$ cat config.mk
export PLATFORM = sky130hd
export DESIGN_NAME = l2_port_arbiter_flat
export DESIGN_NICKNAME = d
export VERILOG_FILES = /design/src/rtl/cache_pkg.sv /design/src/rtl/l2_port_arbiter_if.sv /design/src/rtl/rr_pick2.sv /design/src/rtl/l2_port_arbiter.sv /design/src/flat_wrapper.sv
export SDC_FILE = /design/constraint.sdc
export NUM_CORES = 1
export LEC_CHECK = 0
export ABC_AREA = 1
export CORE_MARGIN = 5
export CORE_UTILIZATION = 40
export CTS_CLUSTER_SIZE = 12
export DETAILED_ROUTE_END_ITERATION = 16
export GPL_TIMING_DRIVEN = 0
export PLACE_DENSITY = 0.87
export SLEW_MARGIN = 20
export SYNTH_ARGS = -nofsm -noshare
export SYNTH_HDL_FRONTEND = slang
export SYNTH_SLANG_ARGS = --single-unit
export TNS_END_PERCENT = 30
$ cat constraint.sdc
create_clock -name clk -period 4.05 [get_ports clk]
set_clock_uncertainty 0.15 [all_clocks]
set_input_delay 0.81 -clock clk [delete_from_list [all_inputs] [get_ports clk]]
set_output_delay 0.81 -clock clk [all_outputs]
set_load 0.01 [all_outputs]
$ cat src/rtl/cache_pkg.sv
// Shared types and constants for the L1-to-L2 port arbitration slice.
package cache_pkg;

    typedef enum logic [1:0] {IDLE, ISSUE, RESP} arb_state_t;

    localparam int ADDR_W_DEF = 32;
    localparam int DATA_W_DEF = 32;

    localparam logic REQ_I = 1'b0;
    localparam logic REQ_D = 1'b1;

    function automatic logic [1:0] owner_onehot(input logic owner);
        return (owner == REQ_D) ? 2'b10 : 2'b01;
    endfunction

endpackage

$ cat src/rtl/l2_port_arbiter_if.sv
// Requester-side and L2-side signals of the shared L2 port arbiter.
interface l2_port_arbiter_if import cache_pkg::*; #(
    parameter int ADDR_W = ADDR_W_DEF,
    parameter int DATA_W = DATA_W_DEF
);

    logic [1:0]        req;
    logic [1:0]        we;
    logic [ADDR_W-1:0] addr0;
    logic [ADDR_W-1:0] addr1;
    logic [DATA_W-1:0] wdata0;
    logic [DATA_W-1:0] wdata1;
    logic [1:0]        done;
    logic [DATA_W-1:0] rdata;
    logic              err;
    logic              busy;
    logic              l2_req;
    logic              l2_we;
    logic [ADDR_W-1:0] l2_addr;
    logic [DATA_W-1:0] l2_wdata;
    logic              l2_ack;
    logic [DATA_W-1:0] l2_rdata;

    modport master (
        input  req, we, addr0, addr1, wdata0, wdata1, l2_ack, l2_rdata,
        output done, rdata, err, busy, l2_req, l2_we, l2_addr, l2_wdata
    );

    modport slave (
        output req, we, addr0, addr1, wdata0, wdata1, l2_ack, l2_rdata,
        input  done, rdata, err, busy, l2_req, l2_we, l2_addr, l2_wdata
    );

endinterface

$ cat src/rtl/rr_pick2.sv
// Combinational two-way round-robin owner select.
module rr_pick2 import cache_pkg::*; (
    input  logic [1:0] req,
    input  logic       rr,
    output logic       valid,
    output logic       owner
);

    always_comb begin
        valid = |req;
        // rr only matters on contention; a lone request always wins
        if (req == 2'b11) begin
            owner = rr;
        end else begin
            owner = req[REQ_D] ? REQ_D : REQ_I;
        end
    end

endmodule

$ cat src/rtl/l2_port_arbiter.sv
// Shares one L2 port between instruction and data L1s: round-robin grant,
// hold-until-ack issue with timeout, one-cycle done pulse to the owner.
module l2_port_arbiter import cache_pkg::*; #(
    parameter int ADDR_W  = ADDR_W_DEF,
    parameter int DATA_W  = DATA_W_DEF,
    parameter int TIMEOUT = 16
) (
    input  logic            clk,
    input  logic            rst,
    l2_port_arbiter_if.master bus
);

    localparam int CW = $clog2(TIMEOUT);
    localparam logic [CW-1:0] CNT_LAST = CW'(TIMEOUT - 1);

    arb_state_t        state, state_n;
    logic              rr;
    logic              owner;
    logic              pick_valid;
    logic              pick_owner;
    logic [CW-1:0]     cnt;
    logic              cmd_we;
    logic [ADDR_W-1:0] cmd_addr;
    logic [DATA_W-1:0] cmd_wdata;
    logic [DATA_W-1:0] rdata_q;
    logic              err_q;

    rr_pick2 u_pick (
        .req   (bus.req),
        .rr    (rr),
        .valid (pick_valid),
        .owner (pick_owner)
    );

    always_ff @(posedge clk or posedge rst) begin
        if (rst) begin
            state <= IDLE;
        end else begin
            state <= state_n;
        end
    end

    always_comb begin
        state_n = state;
        case (state)
            IDLE:    if (pick_valid) state_n = ISSUE;
            ISSUE:   if (bus.l2_ack || cnt == CNT_LAST) state_n = RESP;
            RESP:    state_n = IDLE;
            default: state_n = IDLE;
        endcase
    end

    always_ff @(posedge clk or posedge rst) begin
        if (rst) begin
            rr        <= REQ_I;
            owner     <= REQ_I;
            cnt       <= '0;
            cmd_we    <= 1'b0;
            cmd_addr  <= '0;
            cmd_wdata <= '0;
            rdata_q   <= '0;
            err_q     <= 1'b0;
        end else begin
            case (state)
                IDLE: begin
                    if (pick_valid) begin
                        owner     <= pick_owner;
                        cmd_we    <= bus.we[pick_owner];
                        cmd_addr  <= pick_owner ? bus.addr1 : bus.addr0;
                        cmd_wdata <= pick_owner ? bus.wdata1 : bus.wdata0;
                        cnt       <= '0;
                    end
                end
                ISSUE: begin
                    // ack is tested first so an ack on the limit cycle still succeeds
                    if (bus.l2_ack) begin
                        rdata_q <= cmd_we ? '0 : bus.l2_rdata;
                        err_q   <= 1'b0;
                    end else if (cnt == CNT_LAST) begin
                        rdata_q <= '0;
                        err_q   <= 1'b1;
                    end else begin
                        cnt <= cnt + CW'(1);
                    end
                end
                RESP: rr <= ~owner;
                default: ;
            endcase
        end
    end

    assign bus.done     = (state == RESP) ? owner_onehot(owner) : '0;
    assign bus.rdata    = rdata_q;
    assign bus.err      = err_q;
    assign bus.busy     = (state != IDLE);
    assign bus.l2_req   = (state == ISSUE);
    assign bus.l2_we    = cmd_we;
    assign bus.l2_addr  = cmd_addr;
    assign bus.l2_wdata = cmd_wdata;

endmodule

$ cat src/flat_wrapper.sv
// flat-port wrapper written by rule: the top's interface ports become plain ports
module l2_port_arbiter_flat import cache_pkg::*;
#(
    parameter int ADDR_W  = ADDR_W_DEF,
    parameter int DATA_W  = DATA_W_DEF,
    parameter int TIMEOUT = 16
)
  (clk, rst, bus_req, bus_we, bus_addr0, bus_addr1, bus_wdata0, bus_wdata1, bus_l2_ack, bus_l2_rdata, bus_done, bus_rdata, bus_err, bus_busy, bus_l2_req, bus_l2_we, bus_l2_addr, bus_l2_wdata);
  l2_port_arbiter_if #(.ADDR_W(ADDR_W), .DATA_W(DATA_W)) bus_i ();
  input  logic clk;
  input  logic rst;
  input wire logic [$bits(bus_i.req)-1:0] bus_req;
  input wire logic [$bits(bus_i.we)-1:0] bus_we;
  input wire logic [$bits(bus_i.addr0)-1:0] bus_addr0;
  input wire logic [$bits(bus_i.addr1)-1:0] bus_addr1;
  input wire logic [$bits(bus_i.wdata0)-1:0] bus_wdata0;
  input wire logic [$bits(bus_i.wdata1)-1:0] bus_wdata1;
  input wire logic [$bits(bus_i.l2_ack)-1:0] bus_l2_ack;
  input wire logic [$bits(bus_i.l2_rdata)-1:0] bus_l2_rdata;
  output wire logic [$bits(bus_i.done)-1:0] bus_done;
  output wire logic [$bits(bus_i.rdata)-1:0] bus_rdata;
  output wire logic [$bits(bus_i.err)-1:0] bus_err;
  output wire logic [$bits(bus_i.busy)-1:0] bus_busy;
  output wire logic [$bits(bus_i.l2_req)-1:0] bus_l2_req;
  output wire logic [$bits(bus_i.l2_we)-1:0] bus_l2_we;
  output wire logic [$bits(bus_i.l2_addr)-1:0] bus_l2_addr;
  output wire logic [$bits(bus_i.l2_wdata)-1:0] bus_l2_wdata;
  assign bus_i.req = bus_req;
  assign bus_i.we = bus_we;
  assign bus_i.addr0 = bus_addr0;
  assign bus_i.addr1 = bus_addr1;
  assign bus_i.wdata0 = bus_wdata0;
  assign bus_i.wdata1 = bus_wdata1;
  assign bus_i.l2_ack = bus_l2_ack;
  assign bus_i.l2_rdata = bus_l2_rdata;
  assign bus_done = bus_i.done;
  assign bus_rdata = bus_i.rdata;
  assign bus_err = bus_i.err;
  assign bus_busy = bus_i.busy;
  assign bus_l2_req = bus_i.l2_req;
  assign bus_l2_we = bus_i.l2_we;
  assign bus_l2_addr = bus_i.l2_addr;
  assign bus_l2_wdata = bus_i.l2_wdata;
  l2_port_arbiter #(.ADDR_W(ADDR_W), .DATA_W(DATA_W), .TIMEOUT(TIMEOUT)) u_core (.clk(clk), .rst(rst), .bus(bus_i));
endmodule
==> results.json, run 1 <==
{
  "wl_per_cell_um": 15.1,
  "rows": 41,
  "post-route-drc-count": 0,
  "die_w_um": 123,
  "clk_path_buf_depth": 2,
  "outcome": "complete, no violations",
  "synth_flop_cell": "dfrtp_1",
  "slew-limit-headroom_pct": 60.3,
  "coreArea_mm2": 0.0125,
  "avgSynthCellArea_um2": 7.34,
  "nNetsFinal": 1140,
  "vdd_drop_max_mv": 0.329,
  "wl_met3_um": 1700,
  "synth.yosys.seq_area_share_pct": 52.3,
  "cts_tree": "built",
  "p_int_mw": 3.31,
  "cts_resized": 0,
  "drt-total-wl_um": 17300,
  "end_kind": "output pin",
  "p_total_mw": 5.32,
  "seqPwrFrac_pct": 33.7,
  "post-route-min-period_ps": 2600,
  "clk_pin_slew_ps": 70,
  "cpPeakStageDelay_ps": 590,
  "cts_hold_buf": 0,
  "timing.fmax_mhz": 384,
  "tightestPinTransition_ps": 596,
  "worstHoldStart": "u_core.bus.rdata[22]",
  "maxCapViolCount": 0,
  "ys_seq_elements": 106,
  "portBuffers": 268,
  "synth_cell_type_count": 17,
  "wl_met1_um": 6630,
  "rrSetupSlack_ps": 2210,
  "vias": 5439,
  "holdWs_ps": 321,
  "crit_slowest_cell": "clkdlybuf4s50_1",
  "r2r_end": "u_core.bus.rdata[16]",
  "viasPerCell": 4.73,
  "min_path_cells": 2,
  "crit_type": "flip-flop to output pin",
  "p_leak_nw": 4.23,
  "cts_buffers": 9,
  "drtIter0Drc": 371,
  "area_growth_pct": 63.8,
  "antenna_cells": 0,
  "crit_required_ps": 3090,
  "regArea_mm2": 0.00265,
  "drive_gt1_share_pct": 5.32,
  "cts.sinks": 106,
  "cp_cell_sequence": "inv_1 > nand2_1 > nor2_1 > clkdlybuf4s50_1",
  "grt_pass1_vias": 5236,
  "htree_levels": 3,
  "gp_congestion": 0.814,
  "first_pass_iters": 7,
  "rr_startpoint": "u_core.cnt[0]",
  "grt_overflow": 0,
  "clk_latency_ps": 340,
  "crit_family": "buffers and inverters",
  "synth_top_cell_by_area": "dfrtp_1",
  "synth_edf_count": 0,
  "hold_class": "flip-flop to flip-flop",
  "synth.area.top_cells": "dfrtp_1 52%, nand2_1 30%, nand3_1 10%",
  "switching_share_pct": 37.6,
  "combPwrFrac_pct": 49.1,
  "final-setup-viol-count": 0,
  "rsz0062_at_grt": "false",
  "num_io_pins": 269,
  "netlist_instances": 692,
  "track_usage_pct": 22.6,
  "root_buffer": "clkbuf_16",
  "timing.critical_path.fanout_max": 3,
  "antenna_found_initial": 0,
  "synth.top_cells.by_count": "409 x nand2_1, 106 x dfrtp_1, 104 x nand3_1",
  "critPathBufInv": 2,
  "crit_path_start_kind": "flip-flop",
  "synth_top_area_share_pct": 52.3,
  "start_util_pct": 40.6,
  "switchingPower_mw": 2.00,
  "syn_area_mm2": 0.00508,
  "worst_ep_arrival_time_ps": 1640,
  "drv_slew": 0,
  "wl_met2_um": 8590,
  "multi_input_comb_area_mm2": 0.00213,
  "synthArstFlopShare_pct": 100,
  "antenna_left": 0,
  "finalCritPeriodShare_pct": 64.2,
  "grt_max_degree": 64,
  "yosysMostFrequentCell": "nand2_1",
  "yosysWarnings": 0,
  "clockPowerShare_pct": 17.1,
  "p_per_area_mw_per_mm2": 639,
  "die_h_um": 123,
  "synth.net_count": 860,
  "postCtsSetupBuffers": 0,
  "dr.max_layer_used": "met4",
  "dp_hpwl_um": 13500,
  "grt_pass1_wl_um": 26400,
  "report.final.hold_viol_count": 0,
  "die_area_mm2": 0.0150,
  "fillers": 1093,
  "worstRegToRegCells": 7,
  "whs_endpoint": "u_core.bus.rdata[22]"
}
==> cell type report <==
cell class / count / share of cell area [%]
Buffer: 44 / 2.86
Inverter: 15 / 0.737
Multi-Input combinational cell: 527 / 25.6
Clock inverter: 7 / 1.01
Tap cell: 172 / 2.59
Sequential cell: 106 / 31.9
Timing Repair Buffer: 269 / 32.6
Clock buffer: 9 / 2.71
==> layout by cell type, fill, tap and decap left out, types with 2 or more instances in the layout <==
master,Yosys,routed
nand2_1,409,409
clkdlybuf4s50_1,0,268
dfrtp_1,106,106
nand3_1,104,104
buf_2,25,25
clkbuf_1,13,13
inv_1,13,12
clkbuf_16,0,9
nor2_1,7,7
buf_6,5,5
inv_6,0,4
inv_2,2,2
==> registers in the layout (all words and copies together) (netlist names), 2 cells and up <==
signal,cells
u_core.bus.rdata,32
u_core.state,2
u_core.bus.l2_addr,32
u_core.bus.l2_wdata,32
u_core.cnt,4
==> stage by stage <==
step                      utilization [%]  instances  setup slack (ps)  instance area [µm²]  TNS (ps)
after floorplan                         -        692               301                 5080         0
after global placement               63.7       1132             -1330                 7970   -139890
after detailed placement             64.0       1133              1400                 8010         0
after CTS                            66.4       1149              1410                 8320         0
after global routing                 66.4       1149              1380                 8320         0
final                                66.4       1149              1450                 8320         0
==> worst min-delay path, cell delays in order, from the launching register on <==
cell     delay [ps]
dfrtp_1         340
nand2_1          50
nand2_1          50
==> per-layer routing <==
metal,vias up,track usage [%]
met5,-,0
met4,0,8.19
met3,26,7.14
met2,219,38.9
met1,2482,26.7
li1,2712,-
==> worst max path at each step <==
stage                          startpoint                     end  slack, ps  cells past startpoint
after detailed placement       bus_req[1]  u_core.bus.l2_addr[10]       1400                      5
after CTS                 u_core.state[0]             bus_done[1]       1410                      4
after global placement                rst  u_core.bus.l2_wdata[9]      -1330                      2
final                     u_core.state[0]             bus_done[1]       1450                      4
after global routing      u_core.state[0]             bus_done[1]       1380                      4
after floorplan                       rst          u_core.bus.err        300                      1
==> power by group through the flow <==
stage / logic, mW / registers, mW / clock network (mW)
floorplan: 0.995 / 1.99 / 0
detailed placement: 2.64 / 1.80 / 0
global route: 2.86 / 1.85 / 0.968
CTS: 2.64 / 1.79 / 0.928
finish: 2.61 / 1.79 / 0.911
global placement: 2.59 / 1.78 / 0
==> cell families (layout without fill, tap and decap cells) <==
family	after synthesis	after routing	share of synthesized area, %
compound gates	4	4	0.468
fa+ha+maj	1	1	0.246
buf+inv	59	344	5.79
simple gates	522	522	41.2
flops	106	106	52.3
Note: power is estimated with default switching activity, not from simulation.
==> run 2, diff against run 1 <==
--- a/config.mk
+++ b/config.mk
@@ -7,11 +7,11 @@
 export LEC_CHECK = 0
 export ABC_AREA = 1
 export CORE_MARGIN = 5
-export CORE_UTILIZATION = 40
+export CORE_UTILIZATION = 36
 export CTS_CLUSTER_SIZE = 12
 export DETAILED_ROUTE_END_ITERATION = 16
 export GPL_TIMING_DRIVEN = 0
-export PLACE_DENSITY = 0.87
+export PLACE_DENSITY = 0.82
 export SLEW_MARGIN = 20
 export SYNTH_ARGS = -nofsm -noshare
 export SYNTH_HDL_FRONTEND = slang
==> constraint.sdc (replaced) <==
create_clock -name clk -period 2.3 [get_ports clk]
set_clock_uncertainty 0.15 [all_clocks]
set_input_delay 0.46 -clock clk [delete_from_list [all_inputs] [get_ports clk]]
set_output_delay 0.46 -clock clk [all_outputs]
set_load 0.01 [all_outputs]
==> run 2 against run 1 <==
  * Clock-buffer cell count rose by 1
  * Sequential power rose by 77%
  * Largest cell class unchanged
  * Clock power rose by 60%
  * Critical path type unchanged
  * Critical endpoint is now bus_done[0]
==> results.json, run 2 (synthesis gave the netlist of run 1 again) <==
{
  "clk_latency_ps": 340,
  "root_buffer": "clkbuf_16",
  "drt-total-wl_um": 17200,
  "post-route-drc-count": 0,
  "setup_ws_ps": 130,
  "clk_pin_slew_ps": 70,
  "final_common_cell": "nand2_1",
  "portBuffers": 268,
  "crit_required_ps": 1690,
  "antenna_left": 0,
  "viasPerCell": 4.60,
  "die_h_um": 129,
  "tightestPinTransition_ps": 605,
  "die_w_um": 129,
  "first_pass_iters": 4,
  "slew-limit-headroom_pct": 59.7,
  "antenna_found_initial": 0,
  "vdd_drop_max_mv": 0.527,
  "report.final.hold_viol_count": 0,
  "cts.sinks": 106,
  "cts_buffers": 9,
  "drtIter0Drc": 286,
  "final-setup-viol-count": 0,
  "post-route-min-period_ps": 2170,
  "drv_slew": 0,
  "grt_overflow": 0,
  "p_leak_nw": 4.25,
  "gp_congestion": 0.835,
  "coreArea_mm2": 0.0139,
  "drive_gt1_share_pct": 5.52,
  "track_usage_pct": 20.5,
  "antenna_cells": 0,
  "wl_per_cell_um": 14.9,
  "grt_max_degree": 34,
  "dp_hpwl_um": 13700,
  "grtUsageMet2_pct": 34.4,
  "end_kind": "output pin",
  "final_cell_mix": "409 x nand2_1, 267 x clkdlybuf4s50_1, 106 x dfrtp_1",
  "htree_levels": 3,
  "rows": 43,
  "p_per_area_mw_per_mm2": 1110,
  "area_growth_pct": 64.2,
  "clk_path_buf_depth": 2,
  "crit_path_start_kind": "flip-flop",
  "grt_pass1_vias": 5210,
  "cts_tree": "built",
  "grt_pass1_wl_um": 26800,
  "rsz0062_at_grt": "false",
  "rrSetupSlack_ps": 460,
  "hold_class": "flip-flop to flip-flop",
  "timing.fmax_mhz": 461,
  "vias": 5331,
  "grt.met3_usage_pct": 4.98,
  "top_usage_layer": "met2",
  "start_util_pct": 36.6,
  "nNetsFinal": 1142,
  "maxCapViolCount": 0,
  "postCtsSetupBuffers": 0,
  "p_total_mw": 9.22,
  "outcome": "complete, no violations",
  "crit_type": "flip-flop to output pin",
  "cts_hold_buf": 0,
  "finalCritPeriodShare_pct": 94.3,
  "use_met1_pct": 25.5,
  "die_area_mm2": 0.0166,
  "worst_ep_arrival_time_ps": 1560,
  "dpl_worst_slack_ps": -85.3,
  "num_io_pins": 269,
  "timing.critical_path.fanout_max": 3
}
## run 2: path summary, 6_finish.rpt
kind / cells after the start / startpoint / to
worst max-delay path: 4 / u_core.state[0] / bus_done[0]
worst min-delay path: 2 / u_core.bus.rdata[4] / u_core.bus.rdata[4]
worst max register to register: 7 / u_core.cnt[0] / u_core.bus.rdata[16]
worst min register to register: 2 / u_core.bus.rdata[4] / u_core.bus.rdata[4]
max in group asynchronous: 4 / rst / u_core.bus.l2_addr[8]
min in group asynchronous: 2 / rst / u_core.bus.rdata[31]
## run 2: worst max-delay path: stages, from the launching register on
cell             delay, ps
dfrtp_1                400
inv_1                   80
nand2_1                 80
nor2_1                 100
clkdlybuf4s50_1        550
## run 2: cell type report
| type | instances | area (µm²) |
|---|---|---|
| repair buffers | 271 | 2750 |
| well taps | 180 | 225 |
| flip-flops and latches | 106 | 2650 |
| fillers | 1288 | 5540 |
| inverters | 15 | 60.1 |
| clock buffers | 10 | 229 |
| clock inverters | 6 | 47.5 |
| plain buffers | 44 | 238 |
| multi-input cells | 527 | 2130 |
## run 2: report_power, final
group	leakage [nW]	internal (mW)	total, mW	switching (mW)
Combinational	2.78	2.29	4.60	2.31
Clock	0.134	0.747	1.46	0.712
Sequential	1.34	2.69	3.16	0.468
Total	4.25	5.73	9.22	3.49
## run 2: repair_timing
| item | 4_1_cts | 5_1_grt |
|---|---|---|
| gates resized for setup | 0 | 2 |
| setup endpoints to repair | 0 | 2 |
| hold endpoints to repair | 0 | 0 |
## run 2: metrics by stage
stage	util [%]	instance area, µm²	setup TNS [ps]	instances	hold WS, ps
floorplan	-	5080	0	692	331
global placement	57.5	7990	-73940	1140	303
detailed placement	58.0	8060	-1950	1143	308
CTS	60.0	8330	0	1159	327
global route	60.1	8340	0	1159	346
finish	60.1	8340	0	1159	324
## run 2: layer usage
| layer | part of all wire, % | vias up |
|---|---|---|
| met1 | 41 | 2408 |
| met3 | 7.5 | 31 |
| met5 | 0 | - |
| li1 | - | 2718 |
| met2 | 48 | 174 |
| met4 | 2.7 | 0 |
